**src/rtl/time_pkg.sv**
```systemverilog
// rtl/time_pkg.sv - shared field codes, FSM states and wrap arithmetic for time_set_reg
// Purpose : definitions shared by time_set_reg and its button helper.
// Contents: FLD_* field-select codes, state_e FSM encoding,
//           wrap_inc / wrap_dec modular step functions (32-bit, caller narrows).
package time_pkg;

  localparam logic [1:0] FLD_HR  = 2'd0;
  localparam logic [1:0] FLD_MIN = 2'd1;
  localparam logic [1:0] FLD_SEC = 2'd2;
  localparam logic [1:0] FLD_SUB = 2'd3;

  typedef enum logic [1:0] {
    ST_TRACK  = 2'd0,
    ST_EDIT   = 2'd1,
    ST_COMMIT = 2'd2
  } state_e;

  // Values already at or above the top legal value wrap to zero, so an
  // out-of-range field is pulled back into range by one press.
  function automatic logic [31:0] wrap_inc(input logic [31:0] value,
                                           input logic [31:0] modulus);
    if (value >= modulus - 32'd1) return 32'd0;
    return value + 32'd1;
  endfunction

  // Zero and any out-of-range value both land on the top legal value.
  function automatic logic [31:0] wrap_dec(input logic [31:0] value,
                                           input logic [31:0] modulus);
    if (value == 32'd0 || value >= modulus) return modulus - 32'd1;
    return value - 32'd1;
  endfunction

endpackage

```
**src/rtl/btn_repeat.sv**
```systemverilog
// rtl/btn_repeat.sv - button edge detect with hold-to-repeat step strobe
// Purpose: emits a one-cycle step strobe on a fresh press of btn, then again
//          REPEAT_DLY cycles after the press and every REPEAT_PER cycles while
//          the button stays held.
// Ports  : clk, reset (async, active-high)
//          btn   - debounced button level, synchronous to clk
//          clr   - drops any press in progress; a new rising edge is needed
//          step  - combinational one-cycle step request
module btn_repeat #(
  parameter int unsigned REPEAT_DLY = 50000000,
  parameter int unsigned REPEAT_PER = 10000000
) (
  input  logic clk,
  input  logic reset,
  input  logic btn,
  input  logic clr,
  output logic step
);

  localparam int unsigned CNT_MAX = (REPEAT_DLY > REPEAT_PER) ? REPEAT_DLY : REPEAT_PER;
  localparam int          CNT_W   = $clog2(CNT_MAX + 1);
  localparam logic [CNT_W-1:0] DLY_C = CNT_W'(REPEAT_DLY);
  localparam logic [CNT_W-1:0] PER_C = CNT_W'(REPEAT_PER);
  localparam logic [CNT_W-1:0] ONE_C = CNT_W'(1);

  logic             prev_q, prev_d;
  logic             active_q, active_d;   // a press seen by this channel is still held
  logic             rep_q, rep_d;         // initial delay done, now in repeat cadence
  logic [CNT_W-1:0] cnt_q, cnt_d;         // cycles since the last step
  logic [CNT_W-1:0] thresh;

  always_comb begin
    prev_d   = btn;
    active_d = active_q;
    rep_d    = rep_q;
    cnt_d    = cnt_q;
    step     = 1'b0;
    thresh   = rep_q ? PER_C : DLY_C;
    if (clr || !btn) begin
      active_d = 1'b0;
      rep_d    = 1'b0;
      cnt_d    = '0;
    end else if (!prev_q) begin
      step     = 1'b1;
      active_d = 1'b1;
      rep_d    = 1'b0;
      cnt_d    = ONE_C;
    end else if (active_q) begin
      if (cnt_q >= thresh) begin
        step  = 1'b1;
        rep_d = 1'b1;
        cnt_d = ONE_C;
      end else if (cnt_q != '1) begin
        cnt_d = cnt_q + ONE_C;
      end
    end
  end

  always_ff @(posedge clk or posedge reset) begin
    if (reset) begin
      prev_q   <= 1'b0;
      active_q <= 1'b0;
      rep_q    <= 1'b0;
      cnt_q    <= '0;
    end else begin
      prev_q   <= prev_d;
      active_q <= active_d;
      rep_q    <= rep_d;
      cnt_q    <= cnt_d;
    end
  end

endmodule

```
**src/rtl/time_set_reg.sv**
```systemverilog
// rtl/time_set_reg.sv - time register that tracks the counter or lets the user edit it
// Purpose: in TRACK mirrors the timekeeping counter fields; in EDIT freezes
//          them and steps the selected field with wrap and hold-to-repeat;
//          COMMIT raises load_pulse for one cycle so the counter adopts it.
// Ports  : clk, reset (async, active-high)
//          hr_in/min_in/sec_in/sub_in   - live counter fields
//          set_en, field_sel            - edit request and field to edit
//          inc_btn, dec_btn             - debounced step buttons
//          hr_out/min_out/sec_out/sub_out - registered fields
//          load_pulse, editing          - registered status
module time_set_reg
  import time_pkg::*;
#(
  parameter int unsigned DATA_W     = 14,
  parameter int unsigned HR_MOD     = 24,
  parameter int unsigned MIN_MOD    = 60,
  parameter int unsigned SEC_MOD    = 60,
  parameter int unsigned SUB_MOD    = 100,
  parameter int unsigned REPEAT_DLY = 50000000,
  parameter int unsigned REPEAT_PER = 10000000
) (
  input  logic              clk,
  input  logic              reset,
  input  logic [DATA_W-1:0] hr_in,
  input  logic [DATA_W-1:0] min_in,
  input  logic [DATA_W-1:0] sec_in,
  input  logic [DATA_W-1:0] sub_in,
  input  logic              set_en,
  input  logic [1:0]        field_sel,
  input  logic              inc_btn,
  input  logic              dec_btn,
  output logic [DATA_W-1:0] hr_out,
  output logic [DATA_W-1:0] min_out,
  output logic [DATA_W-1:0] sec_out,
  output logic [DATA_W-1:0] sub_out,
  output logic              load_pulse,
  output logic              editing
);

  localparam longint unsigned FIELD_TOP = (64'd1 << DATA_W);

  if (DATA_W < 1 || DATA_W > 32 ||
      HR_MOD < 1 || MIN_MOD < 1 || SEC_MOD < 1 || SUB_MOD < 1 ||
      64'(HR_MOD) > FIELD_TOP || 64'(MIN_MOD) > FIELD_TOP ||
      64'(SEC_MOD) > FIELD_TOP || 64'(SUB_MOD) > FIELD_TOP ||
      REPEAT_DLY < 1 || REPEAT_PER < 1) begin : g_param_check
    $error("time_set_reg: DATA_W must be 1..32, each MOD-1 must fit in DATA_W, repeat times >= 1");
  end

  state_e            state_q, state_d;
  logic              load_q, load_d;
  logic              editing_q, editing_d;
  logic [1:0]        sel_q;
  logic [DATA_W-1:0] fld_q [4];
  logic [DATA_W-1:0] fld_d [4];

  logic              rep_clr;
  logic              inc_step, dec_step;
  logic [DATA_W-1:0] sel_val, inc_val, dec_val;
  logic [31:0]       sel_mod;

  // Repeat history is only meaningful in EDIT; chords and a field change
  // mid-hold both force the user to press again before stepping resumes.
  assign rep_clr = (state_q != ST_EDIT) || (inc_btn && dec_btn) || (field_sel != sel_q);

  btn_repeat #(.REPEAT_DLY(REPEAT_DLY), .REPEAT_PER(REPEAT_PER)) u_inc (
    .clk   (clk),
    .reset (reset),
    .btn   (inc_btn),
    .clr   (rep_clr),
    .step  (inc_step)
  );

  btn_repeat #(.REPEAT_DLY(REPEAT_DLY), .REPEAT_PER(REPEAT_PER)) u_dec (
    .clk   (clk),
    .reset (reset),
    .btn   (dec_btn),
    .clr   (rep_clr),
    .step  (dec_step)
  );

  always_comb begin
    sel_val = fld_q[field_sel];
    unique case (field_sel)
      FLD_HR:  sel_mod = 32'(HR_MOD);
      FLD_MIN: sel_mod = 32'(MIN_MOD);
      FLD_SEC: sel_mod = 32'(SEC_MOD);
      FLD_SUB: sel_mod = 32'(SUB_MOD);
    endcase
    inc_val = DATA_W'(wrap_inc(32'(sel_val), sel_mod));
    dec_val = DATA_W'(wrap_dec(32'(sel_val), sel_mod));
  end

  always_comb begin
    state_d   = state_q;
    load_d    = 1'b0;
    editing_d = 1'b0;
    for (int i = 0; i < 4; i++) fld_d[i] = fld_q[i];
    unique case (state_q)
      ST_TRACK: begin
        if (set_en) begin
          state_d   = ST_EDIT;
          editing_d = 1'b1;
        end else begin
          fld_d[0] = hr_in;
          fld_d[1] = min_in;
          fld_d[2] = sec_in;
          fld_d[3] = sub_in;
        end
      end
      ST_EDIT: begin
        if (!set_en) begin
          state_d = ST_COMMIT;
          load_d  = 1'b1;
        end else begin
          editing_d = 1'b1;
          if (inc_step)      fld_d[field_sel] = inc_val;
          else if (dec_step) fld_d[field_sel] = dec_val;
        end
      end
      ST_COMMIT: state_d = ST_TRACK;
      default:   state_d = ST_TRACK;
    endcase
  end

  always_ff @(posedge clk or posedge reset) begin
    if (reset) begin
      state_q   <= ST_TRACK;
      load_q    <= 1'b0;
      editing_q <= 1'b0;
      sel_q     <= FLD_HR;
      for (int i = 0; i < 4; i++) fld_q[i] <= '0;
    end else begin
      state_q   <= state_d;
      load_q    <= load_d;
      editing_q <= editing_d;
      sel_q     <= field_sel;
      for (int i = 0; i < 4; i++) fld_q[i] <= fld_d[i];
    end
  end

  assign hr_out     = fld_q[0];
  assign min_out    = fld_q[1];
  assign sec_out    = fld_q[2];
  assign sub_out    = fld_q[3];
  assign load_pulse = load_q;
  assign editing    = editing_q;

endmodule
```
**config.mk**
```make
export PLATFORM = sky130hd
export DESIGN_NAME = time_set_reg
export DESIGN_NICKNAME = d
export VERILOG_FILES = /design/src/rtl/time_pkg.sv /design/src/rtl/btn_repeat.sv /design/src/rtl/time_set_reg.sv
export SDC_FILE = /design/constraint.sdc
export NUM_CORES = 1
export LEC_CHECK = 0
export BUFFER_PORTS_ARGS = -buffer_cell sky130_fd_sc_hd__buf_2
export CAP_MARGIN = 20
export CORE_UTILIZATION = 50
export CTS_CLUSTER_SIZE = 12
export DETAILED_ROUTE_END_ITERATION = 10
export PLACE_DENSITY = 0.73
export SLEW_MARGIN = 10
export SYNTH_ARGS = -nofsm -noshare
export SYNTH_HDL_FRONTEND = slang
export SYNTH_SLANG_ARGS = --single-unit
```
**constraint.sdc**
```tcl
create_clock -name clk -period 7 [get_ports clk]
set_input_delay 1.4 -clock clk [delete_from_list [all_inputs] [get_ports clk]]
set_output_delay 1.4 -clock clk [all_outputs]
set_load 0.005 [all_outputs]
```
==> impl_metrics.ini <==
[drt]
drtAntennaViolNets = 0
vias = 6650
drtPass1Iterations = 6
drt-vias-per-instance = 6.11
drc = 0
initialDrtViolationCount = 484
routedWlPerCell_um = 18.3
drt-total-wl_um = 19900

[final_layout]
fin_area_um2 = 8800
final_cell_mix = dfrtp_1, buf_2, nor2_1
fin_nets = 992
drive_gt1_share_pct = 21.6
syn_to_final_growth_pct = 17.6
antenna_cells = 0

[sta]
finalClockSkew_ns = 0.0115
setup_viol = 0
hold_viol = 0
relSlewSlack_pct = 38.2
min_period_over_period_pct = 68.2
grt_setup_unrepaired = no
clock.fmax_ghz = 0.209
slew_violations = 0
post-route-min-period_ns = 4.78
worst_pin_slew_ns = 0.920
final.setup.tns_ns = 0

[worst_setup_path]
critPathKind = in2reg
crit_start = field_sel[0]
crit_family = multiplexers
cp_cell_sequence = buf_2, mux4_1, inv_1, ha_1, a21bo_2, nand3_1, a31oi_1, or4_4, mux2i_1, a22oi_1, nor2_2, a221o_1
crit_fanout = 20
cp.arrival_ns = 5.08
crit_required_ns = 7.30
rr_startpoint = u_inc.rep_q
slowest_delay_ns = 0.80
cp-end-kind = flop
r2r_slack_ns = 3.25
start_kind = input pin
crit_buf_inv = 2
crit_path_top_delay_cell = mux4_1

[cts]
root_buffer = clkbuf_16
clock-sinks = 120
clock_path_buffers = 2
cts_made_buffers = 17
htreeDepth = 4
clk_pin_slew_worst_paths_ns = 0.06
cts_resized = 0
cts_tree = yes
clkLatencyLatePin_ns = 0.42
cts_hold_buffers = 0
postCtsSetupBuffers = 0

[hold_path]
hold_class = reg2reg
hp-start = u_inc.cnt_q[6]

[placed_design]
place_area_um2 = 8140
io_buffer_count = 120
place_congestion = 0.922
hpwl_um = 13800

[grt]
grt_use_total_pct = 26.5
overflow = 0
grt_pass1_vias = 6406
grt_max_degree = 85
antenna_found_initial = 0
grt_pass1_wl_um = 32600

[floorplanning]
chipHeight_um = 124
ios = 121
die_x_um = 124
initial_utilization_pct = 51.3
die_area_um2 = 15500
core_area_um2 = 14600
row_count = 44

[logic_synthesis]
ys_ff_latch = 120
synth_area_um2 = 7480
synth-async-reset-ratio_pct = 100
ys_seq_area_share_pct = 40.1
yosysWarningCount = 0
netlist-cell-type-count = 68
synthesis.nets = 883
syn_area_per_cell_um2 = 9.56
synth_edf_count = 0
synth_cells = 782
synth-main-ff-cell = dfrtp_1

[status]
outcome = finished clean

[run]
drv_cap = 0

[power_and_ir_drop]
powerDensity_nw_per_um2 = 235
p_leak_nw = 3.88
ir_worst_vdd_mv = 0.184
## kinds of logic after synthesis
kind of cell / count (synthesis) / share of synthesized area (%)
XOR/XNOR: 45 / 5.27
AO/OA/AOI/OAI: 181 / 17.9
buffers and inverters: 69 / 4.40
multiplexers: 22 / 5.49
flip-flops: 120 / 40.1
AND/OR/NAND/NOR: 307 / 20.5
adder cells (fa/ha/maj): 38 / 6.36
## metrics by stage
step                total power, mW  hold slack, ns  util [%]  worst slack, ns  std cells
finish                         2.06           0.485      60.3             2.22       1088
global route                   2.14           0.495      60.3             2.07       1088
CTS                            2.07           0.483      60.0             2.29       1085
detailed placement             1.17           0.471      55.8             1.85       1053
global placement               1.16           0.466      55.8             1.91       1053
floorplan                      1.03           0.445         -             2.41        782
## routing by layer
layer / up-vias / global-route usage (%) / wire length (um)
met2: 230 / 41.3 / 9350
met4: 0 / 9.57 / 371
met3: 31 / 6.23 / 1190
li1: 3120 / - / -
met5: - / 0 / 0
met1: 3269 / 35.9 / 8990
## area by class of cell
class / count / area (um2)
Fill cell: 1233 / 5790
Multi-Input combinational cell: 593 / 4160
Sequential cell: 120 / 3000
Timing Repair Buffer: 125 / 666
Clock buffer: 23 / 498
Tap cell: 184 / 230
Inverter: 34 / 130
Clock inverter: 9 / 115
## synthesized netlist by cell type (4+ instances only)
master,n,area [um2]
clkbuf_1,18,67.6
a21oi_1,30,150
nand4_1,19,119
nor2b_1,4,25.0
inv_1,34,128
dfrtp_1,120,3000
xnor2_1,30,263
xor2_1,15,131
and3_1,7,43.8
a311oi_1,9,78.8
a211oi_1,17,128
and4_1,7,61.3
and2_1,17,106
o21ai_0,34,170
nor2_1,95,357
buf_2,8,40.0
ha_1,38,475
mux2i_1,5,50.1
or3_1,15,93.8
a31oi_1,6,37.5
a221o_1,20,200
mux4_2,11,248
a21o_1,10,75.1
nor3_1,31,155
nand2b_1,4,25.0
a22oi_1,12,90.1
nand3_1,22,110
o221a_2,10,113
buf_6,7,78.8
nand2_1,64,240
o31ai_1,6,45.0
## path summary, 6_finish.rpt
check / cells past startpoint / end
setup / recovery: 12 / sub_out[12]
hold / removal: 1 / u_inc.cnt_q[6]
setup reg to reg: 10 / sec_out[12]
hold reg to reg: 1 / u_inc.cnt_q[6]
max in group asynchronous: 4 / u_inc.cnt_q[9]
min in group asynchronous: 2 / u_dec.cnt_q[20]
## where the power goes
part / internal, mW / leakage, nW / total [mW] / switching (mW)
sequential: 0.752 / 1.53 / 0.807 / 0.0545
clock: 0.573 / 0.296 / 0.899 / 0.327
combinational: 0.171 / 2.05 / 0.358 / 0.187
## flip-flops by register name, indices dropped and copies added (netlist names)
signal          flops
u_inc.cnt_q        26
u_dec.prev_q        1
u_dec.cnt_q        26
u_dec.active_q      1
u_dec.rep_q         1
sub_out            14
u_inc.prev_q        1
u_inc.active_q      1
load_pulse          1
u_inc.rep_q         1
editing             1
sec_out            14
state_q             2
sel_q               2
min_out            14
hr_out             14
(Power assumes the default switching activity.)
